===== config.mk =====
export PLATFORM = sky130hd
export DESIGN_NAME = mips_mem_arbiter_flat
export DESIGN_NICKNAME = d
export VERILOG_FILES = /design/src/rtl/mips_pkg.sv /design/src/rtl/mips_mem_arbiter_if.sv /design/src/rtl/mips_arb_prio.sv /design/src/rtl/mips_mem_arbiter.sv /design/src/flat_wrapper.sv
export SDC_FILE = /design/constraint.sdc
export NUM_CORES = 1
export LEC_CHECK = 0
export ABC_AREA = 1
export CORE_AREA = 2 2 80 82
export DETAILED_ROUTE_END_ITERATION = 6
export DIE_AREA = 0 0 82 84
export GPL_TIMING_DRIVEN = 1
export PLACE_DENSITY = 0.78
export SETUP_SLACK_MARGIN = 0.5
export SLEW_MARGIN = 20
export SYNTH_ARGS = -nofsm -noshare
export SYNTH_HDL_FRONTEND = slang
export SYNTH_HIERARCHICAL = 1
export SYNTH_SLANG_ARGS = --single-unit

===== constraint.sdc =====
create_clock -name clock -period 2.5 [get_ports clock]
set_input_delay 0.625 -clock clock [delete_from_list [all_inputs] [get_ports clock]]
set_output_delay 0.625 -clock clock [all_outputs]
set_load 0.01 [all_outputs]

===== src/rtl/mips_pkg.sv =====
// mips_pkg: shared state encoding and default sizes for the MIPS memory arbiter
package mips_pkg;
  typedef enum logic [1:0] {IDLE, RD_I, RD_D} state_t;
  localparam int AW_DEF = 8;
  localparam int DW_DEF = 32;
  localparam int STARVE_MAX_DEF = 2;
endpackage


===== src/rtl/mips_mem_arbiter_if.sv =====
// mips_mem_arbiter_if: fetch/data request ports plus single-port memory command bus
interface mips_mem_arbiter_if import mips_pkg::*; #(
  parameter int AW = AW_DEF,
  parameter int DW = DW_DEF
);
  logic if_req;
  logic [AW-1:0] if_addr;
  logic if_gnt;
  logic if_rvalid;
  logic [DW-1:0] if_rdata;
  logic d_req;
  logic d_we;
  logic [3:0] d_be;
  logic [AW-1:0] d_addr;
  logic [DW-1:0] d_wdata;
  logic d_gnt;
  logic d_rvalid;
  logic [DW-1:0] d_rdata;
  logic stall;
  logic mem_en;
  logic mem_we;
  logic [3:0] mem_be;
  logic [AW-1:0] mem_addr;
  logic [DW-1:0] mem_wdata;
  logic [DW-1:0] mem_rdata;
  modport master (
    output if_req, if_addr, d_req, d_we, d_be, d_addr, d_wdata, mem_rdata,
    input if_gnt, if_rvalid, if_rdata, d_gnt, d_rvalid, d_rdata, stall,
    input mem_en, mem_we, mem_be, mem_addr, mem_wdata
  );
  modport slave (
    input if_req, if_addr, d_req, d_we, d_be, d_addr, d_wdata, mem_rdata,
    output if_gnt, if_rvalid, if_rdata, d_gnt, d_rvalid, d_rdata, stall,
    output mem_en, mem_we, mem_be, mem_addr, mem_wdata
  );
endinterface


===== src/rtl/mips_arb_prio.sv =====
// mips_arb_prio: data-over-fetch priority with anti-starvation override at streak limit
module mips_arb_prio #(
  parameter int STARVE_MAX = 2,
  parameter int SW = 2
) (
  input  logic ifReq,
  input  logic dReq,
  input  logic [SW-1:0] streak,
  output logic ifWin,
  output logic dWin
);
  always_comb begin
    dWin = dReq & ~(ifReq & (streak == SW'(STARVE_MAX)));
    ifWin = ifReq & ~dWin;
  end
endmodule


===== src/rtl/mips_mem_arbiter.sv =====
// mips_mem_arbiter: shares one single-port memory between instruction fetch and load/store
module mips_mem_arbiter import mips_pkg::*; #(
  parameter int STARVE_MAX = STARVE_MAX_DEF,
  parameter int AW = AW_DEF,
  parameter int DW = DW_DEF
) (
  input logic clock,
  input logic reset_n,
  mips_mem_arbiter_if.slave bus
);
  localparam int SW = STARVE_MAX > 0 ? $clog2(STARVE_MAX + 1) : 1;
  state_t state;
  logic [SW-1:0] streak;
  logic winI, winD, gntI, gntD;
  mips_arb_prio #(.STARVE_MAX(STARVE_MAX), .SW(SW)) prio (
    .ifReq(bus.if_req),
    .dReq(bus.d_req),
    .streak(streak),
    .ifWin(winI),
    .dWin(winD)
  );
  // Grants are masked during reset so every output reads zero while reset_n is low
  always_comb begin
    gntI = reset_n & winI;
    gntD = reset_n & winD;
    bus.if_gnt = gntI;
    bus.d_gnt = gntD;
    bus.stall = reset_n & ((bus.if_req & ~gntI) | (bus.d_req & ~gntD));
    bus.mem_en = gntI | gntD;
    bus.mem_we = gntD & bus.d_we;
    bus.mem_be = gntD ? bus.d_be : {4{gntI}};
    bus.mem_addr = gntD ? bus.d_addr : gntI ? bus.if_addr : {AW{1'b0}};
    bus.mem_wdata = gntD ? bus.d_wdata : {DW{1'b0}};
    bus.if_rvalid = state == RD_I;
    bus.d_rvalid = state == RD_D;
    bus.if_rdata = bus.if_rvalid ? bus.mem_rdata : {DW{1'b0}};
    bus.d_rdata = bus.d_rvalid ? bus.mem_rdata : {DW{1'b0}};
  end
  always_ff @(posedge clock or negedge reset_n) begin
    if (!reset_n) begin
      state <= IDLE;
      streak <= '0;
    end else begin
      state <= gntI ? RD_I : (gntD & ~bus.d_we) ? RD_D : IDLE;
      streak <= (!bus.if_req || gntI) ? '0 : (gntD && streak != SW'(STARVE_MAX)) ? streak + 1'b1 : streak;
    end
  end
endmodule


===== src/flat_wrapper.sv =====
// flat-port wrapper written by rule: the top's interface ports become plain ports
module mips_mem_arbiter_flat import mips_pkg::*;
#(
  parameter int STARVE_MAX = STARVE_MAX_DEF,
  parameter int AW = AW_DEF,
  parameter int DW = DW_DEF
)
  (clock, reset_n, bus_if_req, bus_if_addr, bus_d_req, bus_d_we, bus_d_be, bus_d_addr, bus_d_wdata, bus_mem_rdata, bus_if_gnt, bus_if_rvalid, bus_if_rdata, bus_d_gnt, bus_d_rvalid, bus_d_rdata, bus_stall, bus_mem_en, bus_mem_we, bus_mem_be, bus_mem_addr, bus_mem_wdata);
  mips_mem_arbiter_if #(.AW(AW), .DW(DW)) bus_i ();
  input logic clock;
  input logic reset_n;
  input wire logic [$bits(bus_i.if_req)-1:0] bus_if_req;
  input wire logic [$bits(bus_i.if_addr)-1:0] bus_if_addr;
  input wire logic [$bits(bus_i.d_req)-1:0] bus_d_req;
  input wire logic [$bits(bus_i.d_we)-1:0] bus_d_we;
  input wire logic [$bits(bus_i.d_be)-1:0] bus_d_be;
  input wire logic [$bits(bus_i.d_addr)-1:0] bus_d_addr;
  input wire logic [$bits(bus_i.d_wdata)-1:0] bus_d_wdata;
  input wire logic [$bits(bus_i.mem_rdata)-1:0] bus_mem_rdata;
  output wire logic [$bits(bus_i.if_gnt)-1:0] bus_if_gnt;
  output wire logic [$bits(bus_i.if_rvalid)-1:0] bus_if_rvalid;
  output wire logic [$bits(bus_i.if_rdata)-1:0] bus_if_rdata;
  output wire logic [$bits(bus_i.d_gnt)-1:0] bus_d_gnt;
  output wire logic [$bits(bus_i.d_rvalid)-1:0] bus_d_rvalid;
  output wire logic [$bits(bus_i.d_rdata)-1:0] bus_d_rdata;
  output wire logic [$bits(bus_i.stall)-1:0] bus_stall;
  output wire logic [$bits(bus_i.mem_en)-1:0] bus_mem_en;
  output wire logic [$bits(bus_i.mem_we)-1:0] bus_mem_we;
  output wire logic [$bits(bus_i.mem_be)-1:0] bus_mem_be;
  output wire logic [$bits(bus_i.mem_addr)-1:0] bus_mem_addr;
  output wire logic [$bits(bus_i.mem_wdata)-1:0] bus_mem_wdata;
  assign bus_i.if_req = bus_if_req;
  assign bus_i.if_addr = bus_if_addr;
  assign bus_i.d_req = bus_d_req;
  assign bus_i.d_we = bus_d_we;
  assign bus_i.d_be = bus_d_be;
  assign bus_i.d_addr = bus_d_addr;
  assign bus_i.d_wdata = bus_d_wdata;
  assign bus_i.mem_rdata = bus_mem_rdata;
  assign bus_if_gnt = bus_i.if_gnt;
  assign bus_if_rvalid = bus_i.if_rvalid;
  assign bus_if_rdata = bus_i.if_rdata;
  assign bus_d_gnt = bus_i.d_gnt;
  assign bus_d_rvalid = bus_i.d_rvalid;
  assign bus_d_rdata = bus_i.d_rdata;
  assign bus_stall = bus_i.stall;
  assign bus_mem_en = bus_i.mem_en;
  assign bus_mem_we = bus_i.mem_we;
  assign bus_mem_be = bus_i.mem_be;
  assign bus_mem_addr = bus_i.mem_addr;
  assign bus_mem_wdata = bus_i.mem_wdata;
  mips_mem_arbiter #(.STARVE_MAX(STARVE_MAX), .AW(AW), .DW(DW)) u_core (.clock(clock), .reset_n(reset_n), .bus(bus_i));
endmodule

==> out/metrics.yaml, run 1 <==
status:
  outcome: "finished, final reports clean"
placed_design:
  place_congestion: 0.765
  dp_hpwl_um: 5100
  port_buffers: 203
  place_area_sq_um: 3430
  worst_setup_slack_post_dpl_ps: -457
synth:
  yosys_most_used_dff: "sky130_fd_sc_hd__dfrtp_1"
  ys_top_cells_by_area: "sky130_fd_sc_hd__inv_1 22%, sky130_fd_sc_hd__nor2_1 20%, sky130_fd_sc_hd__nor2_4 17%"
  post_synthesis_cell_type_count: 20
  synth_largest_type_area_fraction: 0.218
  synth-xor-area-share: 0
  yosysSeqAreaShare: 0.0775
  async_flop_share: 1.00
  synth.mux.area_fraction: 0
  synth_edf_count: 0
  synth.most_common_cell: "sky130_fd_sc_hd__inv_1"
  syn_nets: 337
  synth_fa_ha_area_frac: 0.00969
  yosysWarnings: 6
  post_synth_and_or_nand_nor_area_fraction: 0.585
  combinational_family_with_the_most_area_after_synthesis: "simple AND/OR/NAND/NOR gates"
  yosys.area.top_type: "sky130_fd_sc_hd__inv_1"
  post_synthesis_compound_gate_area_fraction: 0.0165
  synth.ff_latch_count: 4
  synth.avg_cell_area_sq_um: 5.23
  synth.cell_area_sq_um: 1290
  synthCells: 247
  synth.cells.most_frequent: "75 x sky130_fd_sc_hd__inv_1, 69 x sky130_fd_sc_hd__nor2_1, 34 x sky130_fd_sc_hd__nand2_1"
sta:
  whs_ps: 511
  period_minus_slack_ps: 2110
  setup_violators_final: 0
  slew_headroom: 0.824
  tightest_slew_ps: 264
  fin_crit_sh: 0.842
  worst_slack_ps: 394
  fmax_mhz: 475
  hold_violations: 0
  rsz_0062_raised_after_global_routing: "true"
  finalMaxSlewViolations: 0
  finalClockSkew_ps: 0.113
critical_path:
  crit_required_ps: 1880
  end_kind: "output pin"
  signal_arrival_time_at_the_worst_endpoint_ps: 1480
  critical_path.most_common_cell: "sky130_fd_sc_hd__buf_8"
  critical_path.startpoint_type: "input port"
  critPathMaxStageDelay_ps: 150
  timing.reg2reg.setup_slack_ps: 1010
  critical-path-slowest-cell: "sky130_fd_sc_hd__buf_8"
  critical_path.reg2reg.endpoint: "u_core/streak[1]"
  reg2reg_depth: 8
  critical_path.reg2reg.startpoint: "u_core/streak[1]"
  cp_max_fo: 10
  critical_path.cell_chain: "buf_8 > nand3_2 > nand2_2 > inv_6 > nand2_8 > buf_8 > nand3_1 > nand2_1 > buf_2"
  worst_path_class_setup: "input port to output pin"
clock_network:
  clock-root-buffer: "sky130_fd_sc_hd__clkbuf_8"
  cts_tree: "yes"
  postCtsHoldBufs: 0
  worstSkewPairLatency_ps: 220
  clock_sinks: 4
  cts_buffer_depth: 2
  tritoncts.num_buffers: 3
  cts.htree.levels: 1
  clkTransAtPathRegs_ps: 30
floorplan:
  core.rowCount: 29
  die_height_um: 84
  die_width_um: 82
  core-area_sq_um: 6100
  floorplan.initialDensity: 0.212
  boundaryPins: 204
  dieArea_sq_um: 6890
route:
  starting_drt_drc_count: 19
  drc_errors: 0
  detailroute.via_count: 2200
  drt_wl_total_um: 6730
  viasPerCell: 4.01
  drt_pass1_iterations: 4
  post_route_antenna_net_violation_count: 0
  routed_wire_length_per_instance_um: 12.3
pwr:
  max-vdd-ir-drop_mv: 0.114
  p_leak_nw: 2.25
  post-layout-total-power_mw: 0.678
  power-per-cell-area_nw_per_um2: 195
cells_and_area:
  finish.instance_area_sq_um: 3470
  area.growth.synth_to_final_pct: 169
  finish.net_count: 563
  utilization: 0.570
  n_antenna_cell: 0
  drive_gt1_frac: 0.510
grt:
  initial_antenna_violation_count: 0
  grtUsageMet2: 0.368
  grt_use_met3: 0.0455
  grt_max_degree: 34
  grt_residual_overflow: 0
  first_global_vias: 2202
  met1_track_usage_gr: 0.174
  grt_pass1_wl_um: 10100
  grt_use_total: 0.183
  busiest_layer: "met2"
flow_run:
  max-cap-violations: 0
hold_path:
  worst_hold_path_type: "input port to async pin"
placed cells by master, fill, tap and decap left out, drive strengths merged:
master,instances
dlymetal6s2s,24
or2,1
clkinv,1
dfrtp,4
clkdlybuf4s15,1
clkdlybuf4s50,58
nand2,36
ha,1
a21boi,1
clkbuf,7
a21oi,2
nand3,14
inv,78
nor2,98
buf,140
nor3,1
dlygate4sd2,4
kinds of logic after synthesis:
family,count (synthesis)
flops,4
buf+inv,90
fa+ha+maj,1
compound gates,3
simple gates,149
per-stage QoR:
| stage | instances | TNS, ps |
|---|---|---|
| 6_report | 548 | 0 |
| 5_1_grt | 548 | 0 |
| 4_1_cts | 542 | 0 |
| 3_5_place_dp | 528 | -19910 |
| 3_3_place_gp | 528 | -18510 |
| 2_1_floorplan | 247 | 0 |
metal layers:
layer,up-vias,part of all wire,wire length [um]
met5,-,0,0
met4,0,0.011,77
met3,8,0.11,728
met2,129,0.55,3700
met1,934,0.33,2220
li1,1129,-,-
sequential cells by signal, summed over array words and instances, names as in the netlist:
signal,cells
u_core/state,2
u_core/streak,2
final cells by class:
class	instances	area, sq um
timing repair inverter	1	8.76
sequential	4	100
tap	77	96.3
clock buffer	3	41.3
inverter	78	310
timing repair buffer	231	2000
multi-input combinational	154	911
fill	572	2620
worst max-delay path by stage:
stage | from | slack, ps | to | cells after the start
after floorplan | bus_if_req | 580 | bus_mem_addr[0] | 8
after global routing | u_core/streak[0] | 320 | bus_mem_addr[7] | 9
after global placement | bus_if_req | -430 | bus_mem_wdata[13] | 8
final | bus_if_req | 390 | bus_mem_addr[6] | 9
after CTS | bus_if_req | 380 | bus_mem_addr[6] | 10
after detailed placement | bus_if_req | -460 | bus_mem_addr[6] | 9
critical path, delay by kind of cell:
| family | cells | cell delay [ps] |
|---|---|---|
| AND/OR/NAND/NOR | 5 | 340 |
| buffers and inverters | 4 | 490 |
report_power, final:
group	internal, mW	switching (mW)	leakage, nW
Clock	0.103	0.0332	0.0216
Combinational	0.258	0.213	2.17
Sequential	0.0680	0.00224	0.0543
what timing repair did:
| action | 4_1_cts | 5_1_grt |
|---|---|---|
| gates resized for setup | 528 | 68 |
| buffers inserted | 5 | 2 |
| gates cloned | 6 | 4 |
| endpoints found under the setup margin | 115 | 104 |
| pin swaps | 14 | 26 |
Note: power is estimated with default switching activity, not from simulation.
==> run 2: changes to the inputs <==
--- a/config.mk
+++ b/config.mk
@@ -6,11 +6,11 @@
 export NUM_CORES = 1
 export LEC_CHECK = 0
 export ABC_AREA = 1
-export CORE_AREA = 2 2 80 82
+export CORE_MARGIN = 2
+export CORE_UTILIZATION = 23
 export DETAILED_ROUTE_END_ITERATION = 6
-export DIE_AREA = 0 0 82 84
 export GPL_TIMING_DRIVEN = 1
-export PLACE_DENSITY = 0.78
+export PLACE_DENSITY = 0.83
 export SETUP_SLACK_MARGIN = 0.5
 export SLEW_MARGIN = 20
 export SYNTH_ARGS = -nofsm -noshare
==> constraint.sdc (replaced) <==
create_clock -name clock -period 2.1 [get_ports clock]
set_input_delay 0.525 -clock clock [delete_from_list [all_inputs] [get_ports clock]]
set_output_delay 0.525 -clock clock [all_outputs]
set_load 0.01 [all_outputs]
==> run 2 against run 1 <==
Sequential share of layout area is 0.77 points lower. Clock skew is 5.7 ps higher. Register-to-register slack got worse by 310 ps. Routed wire length is 39% higher. Combinational power is 65% higher. Flip-flop and latch count is the same. Total power rose by 52%. Die area decreased by 9.6%. Critical path type is now register to output pin. Critical endpoint is now bus_mem_wdata[27].
==> out/metrics.yaml, run 2 (synthesis results as in run 1) <==
route:
  routed_wire_length_per_instance_um: 16.2
  starting_drt_drc_count: 29
  drc_errors: 0
  detailroute.via_count: 2558
  drt_pass1_iterations: 4
  drt_wl_total_um: 9360
  viasPerCell: 4.42
  post_route_antenna_net_violation_count: 0
cells_and_area:
  final_cell_mix: "93 x sky130_fd_sc_hd__buf_6, 58 x sky130_fd_sc_hd__nor2_4, 52 x sky130_fd_sc_hd__clkdlybuf4s50_1, 37 x sky130_fd_sc_hd__inv_1, 36 x sky130_fd_sc_hd__inv_2"
  n_fill_cell: 290
  finish.net_count: 599
  utilization: 0.865
  top_flop_regs: "u_core/state: 2 flops, u_core/streak: 2 flops"
  drive_gt1_frac: 0.704
  n_antenna_cell: 0
  mostFrequentLayoutCell: "sky130_fd_sc_hd__buf_6"
  area.growth.synth_to_final_pct: 267
flow_run:
  max-cap-violations: 0
sta:
  worst_slack_ps: 11.5
  fmax_mhz: 479
  slew_headroom: 0.763
  rsz_0062_raised_after_global_routing: "true"
  setup_violators_final: 0
  finalClockSkew_ps: 5.77
  finalMaxSlewViolations: 0
  tightest_slew_ps: 356
  period_minus_slack_ps: 2090
  fin_crit_sh: 0.995
  hold_violations: 0
clock_network:
  cts_buffer_depth: 2
  cts.htree.levels: 1
  tritoncts.num_buffers: 3
  clock-root-buffer: "sky130_fd_sc_hd__clkbuf_8"
  worstSkewPairLatency_ps: 220
  cts_tree: "yes"
  clock_sinks: 4
  clkTransAtPathRegs_ps: 40
grt:
  grt_pass1_wl_um: 11200
  grt_residual_overflow: 0
  first_global_vias: 2420
  grt_use_total: 0.229
  grt_max_degree: 34
  initial_antenna_violation_count: 0
critical_path:
  critical_path.cell_chain: "inv_2 > nand3_2 > nand2_2 > inv_4 > nand2_8 > buf_8 > nor2_2 > clkdlybuf4s15_1"
  critical-path-slowest-cell: "sky130_fd_sc_hd__dfrtp_1"
  cp_top_family: "buffers and inverters"
  crit_required_ps: 1570
  critical_path_buf_inv_count: 4
  critPathMaxStageDelay_ps: 360
  signal_arrival_time_at_the_worst_endpoint_ps: 1560
  critical_path.startpoint_type: "register"
  end_kind: "output pin"
  cp_max_fo: 7
  worst_path_class_setup: "register to output pin"
placed_design:
  dp_hpwl_um: 5530
  place_congestion: 0.775
  worst_setup_slack_post_dpl_ps: -691
  port_buffers: 203
pwr:
  p_leak_nw: 2.44
  max-vdd-ir-drop_mv: 0.158
  power-per-cell-area_nw_per_um2: 217
floorplan:
  floorplan.initialDensity: 0.236
  core.rowCount: 27
  core-area_sq_um: 5470
  dieArea_sq_um: 6230
  die_height_um: 78.9
  die_width_um: 78.9
  boundaryPins: 204
status:
  outcome: "finished, final reports clean"
hold_path:
  worst_hold_path_type: "input port to async pin"
## run 2: metal layers
layer / vias to the layer above / routed length [um] / track usage
met1: 1167 / 2810 / 0.174
met3: 31 / 932 / 0.0784
met4: 0 / 381 / 0.0948
met2: 153 / 5230 / 0.497
met5: - / 0 / 0
li1: 1207 / - / -
## run 2: path summary, 6_finish.rpt
| path | slack (ps) | endpoint | cells after the start | start |
|---|---|---|---|---|
| worst min register to register | 660 | u_core/streak[0] | 3 | u_core/streak[0] |
| min in group clock | 660 | u_core/streak[0] | 3 | u_core/streak[0] |
| max in group asynchronous | 1590 | u_core/state[0] | 2 | reset_n |
| worst min-delay path | 390 | u_core/streak[1] | 2 | reset_n |
| worst max register to register | 700 | u_core/streak[1] | 7 | u_core/streak[1] |
| worst max-delay path | 10 | bus_mem_wdata[27] | 8 | u_core/streak[0] |
## run 2: report_power, final
group | total, mW | switching (mW) | internal (mW)
clock network | 0.169 | 0.0460 | 0.123
logic | 0.777 | 0.355 | 0.423
registers | 0.0834 | 0.00243 | 0.0810
## run 2: through the flow
| step | setup TNS, ps | power, mW | cells | area (sq um) | hold slack (ps) |
|---|---|---|---|---|---|
| 6_report | 0 | 1.03 | 579 | 4730 | 391 |
| 4_1_cts | 0 | 0.889 | 554 | 4000 | 349 |
| 3_3_place_gp | -35900 | 0.660 | 528 | 3670 | 529 |
| 5_1_grt | -177 | 1.08 | 579 | 4730 | 387 |
| 2_1_floorplan | 0 | 0.312 | 247 | 1490 | 229 |
| 3_5_place_dp | -37640 | 0.670 | 528 | 3670 | 546 |
## run 2: timing repair
| action | in CTS | in global routing |
|---|---|---|
| setup buffers | 17 | 19 |
| hold buffers | 0 | 0 |
| setup endpoints to repair | 117 | 115 |
| gates cloned | 6 | 6 |
| pin swaps | 21 | 21 |
| gates resized for setup | 517 | 206 |
## run 2: area by class of cell
type                    count  area [sq um]  share of cell area
repair buffers            267          2850               0.601
inverters                  78           315              0.0666
flip-flops and latches      4           100              0.0211
repair inverters            1          8.76             0.00185
clock buffers               3          41.3             0.00872
well taps                  72          90.1              0.0190
multi-input cells         154          1330               0.281
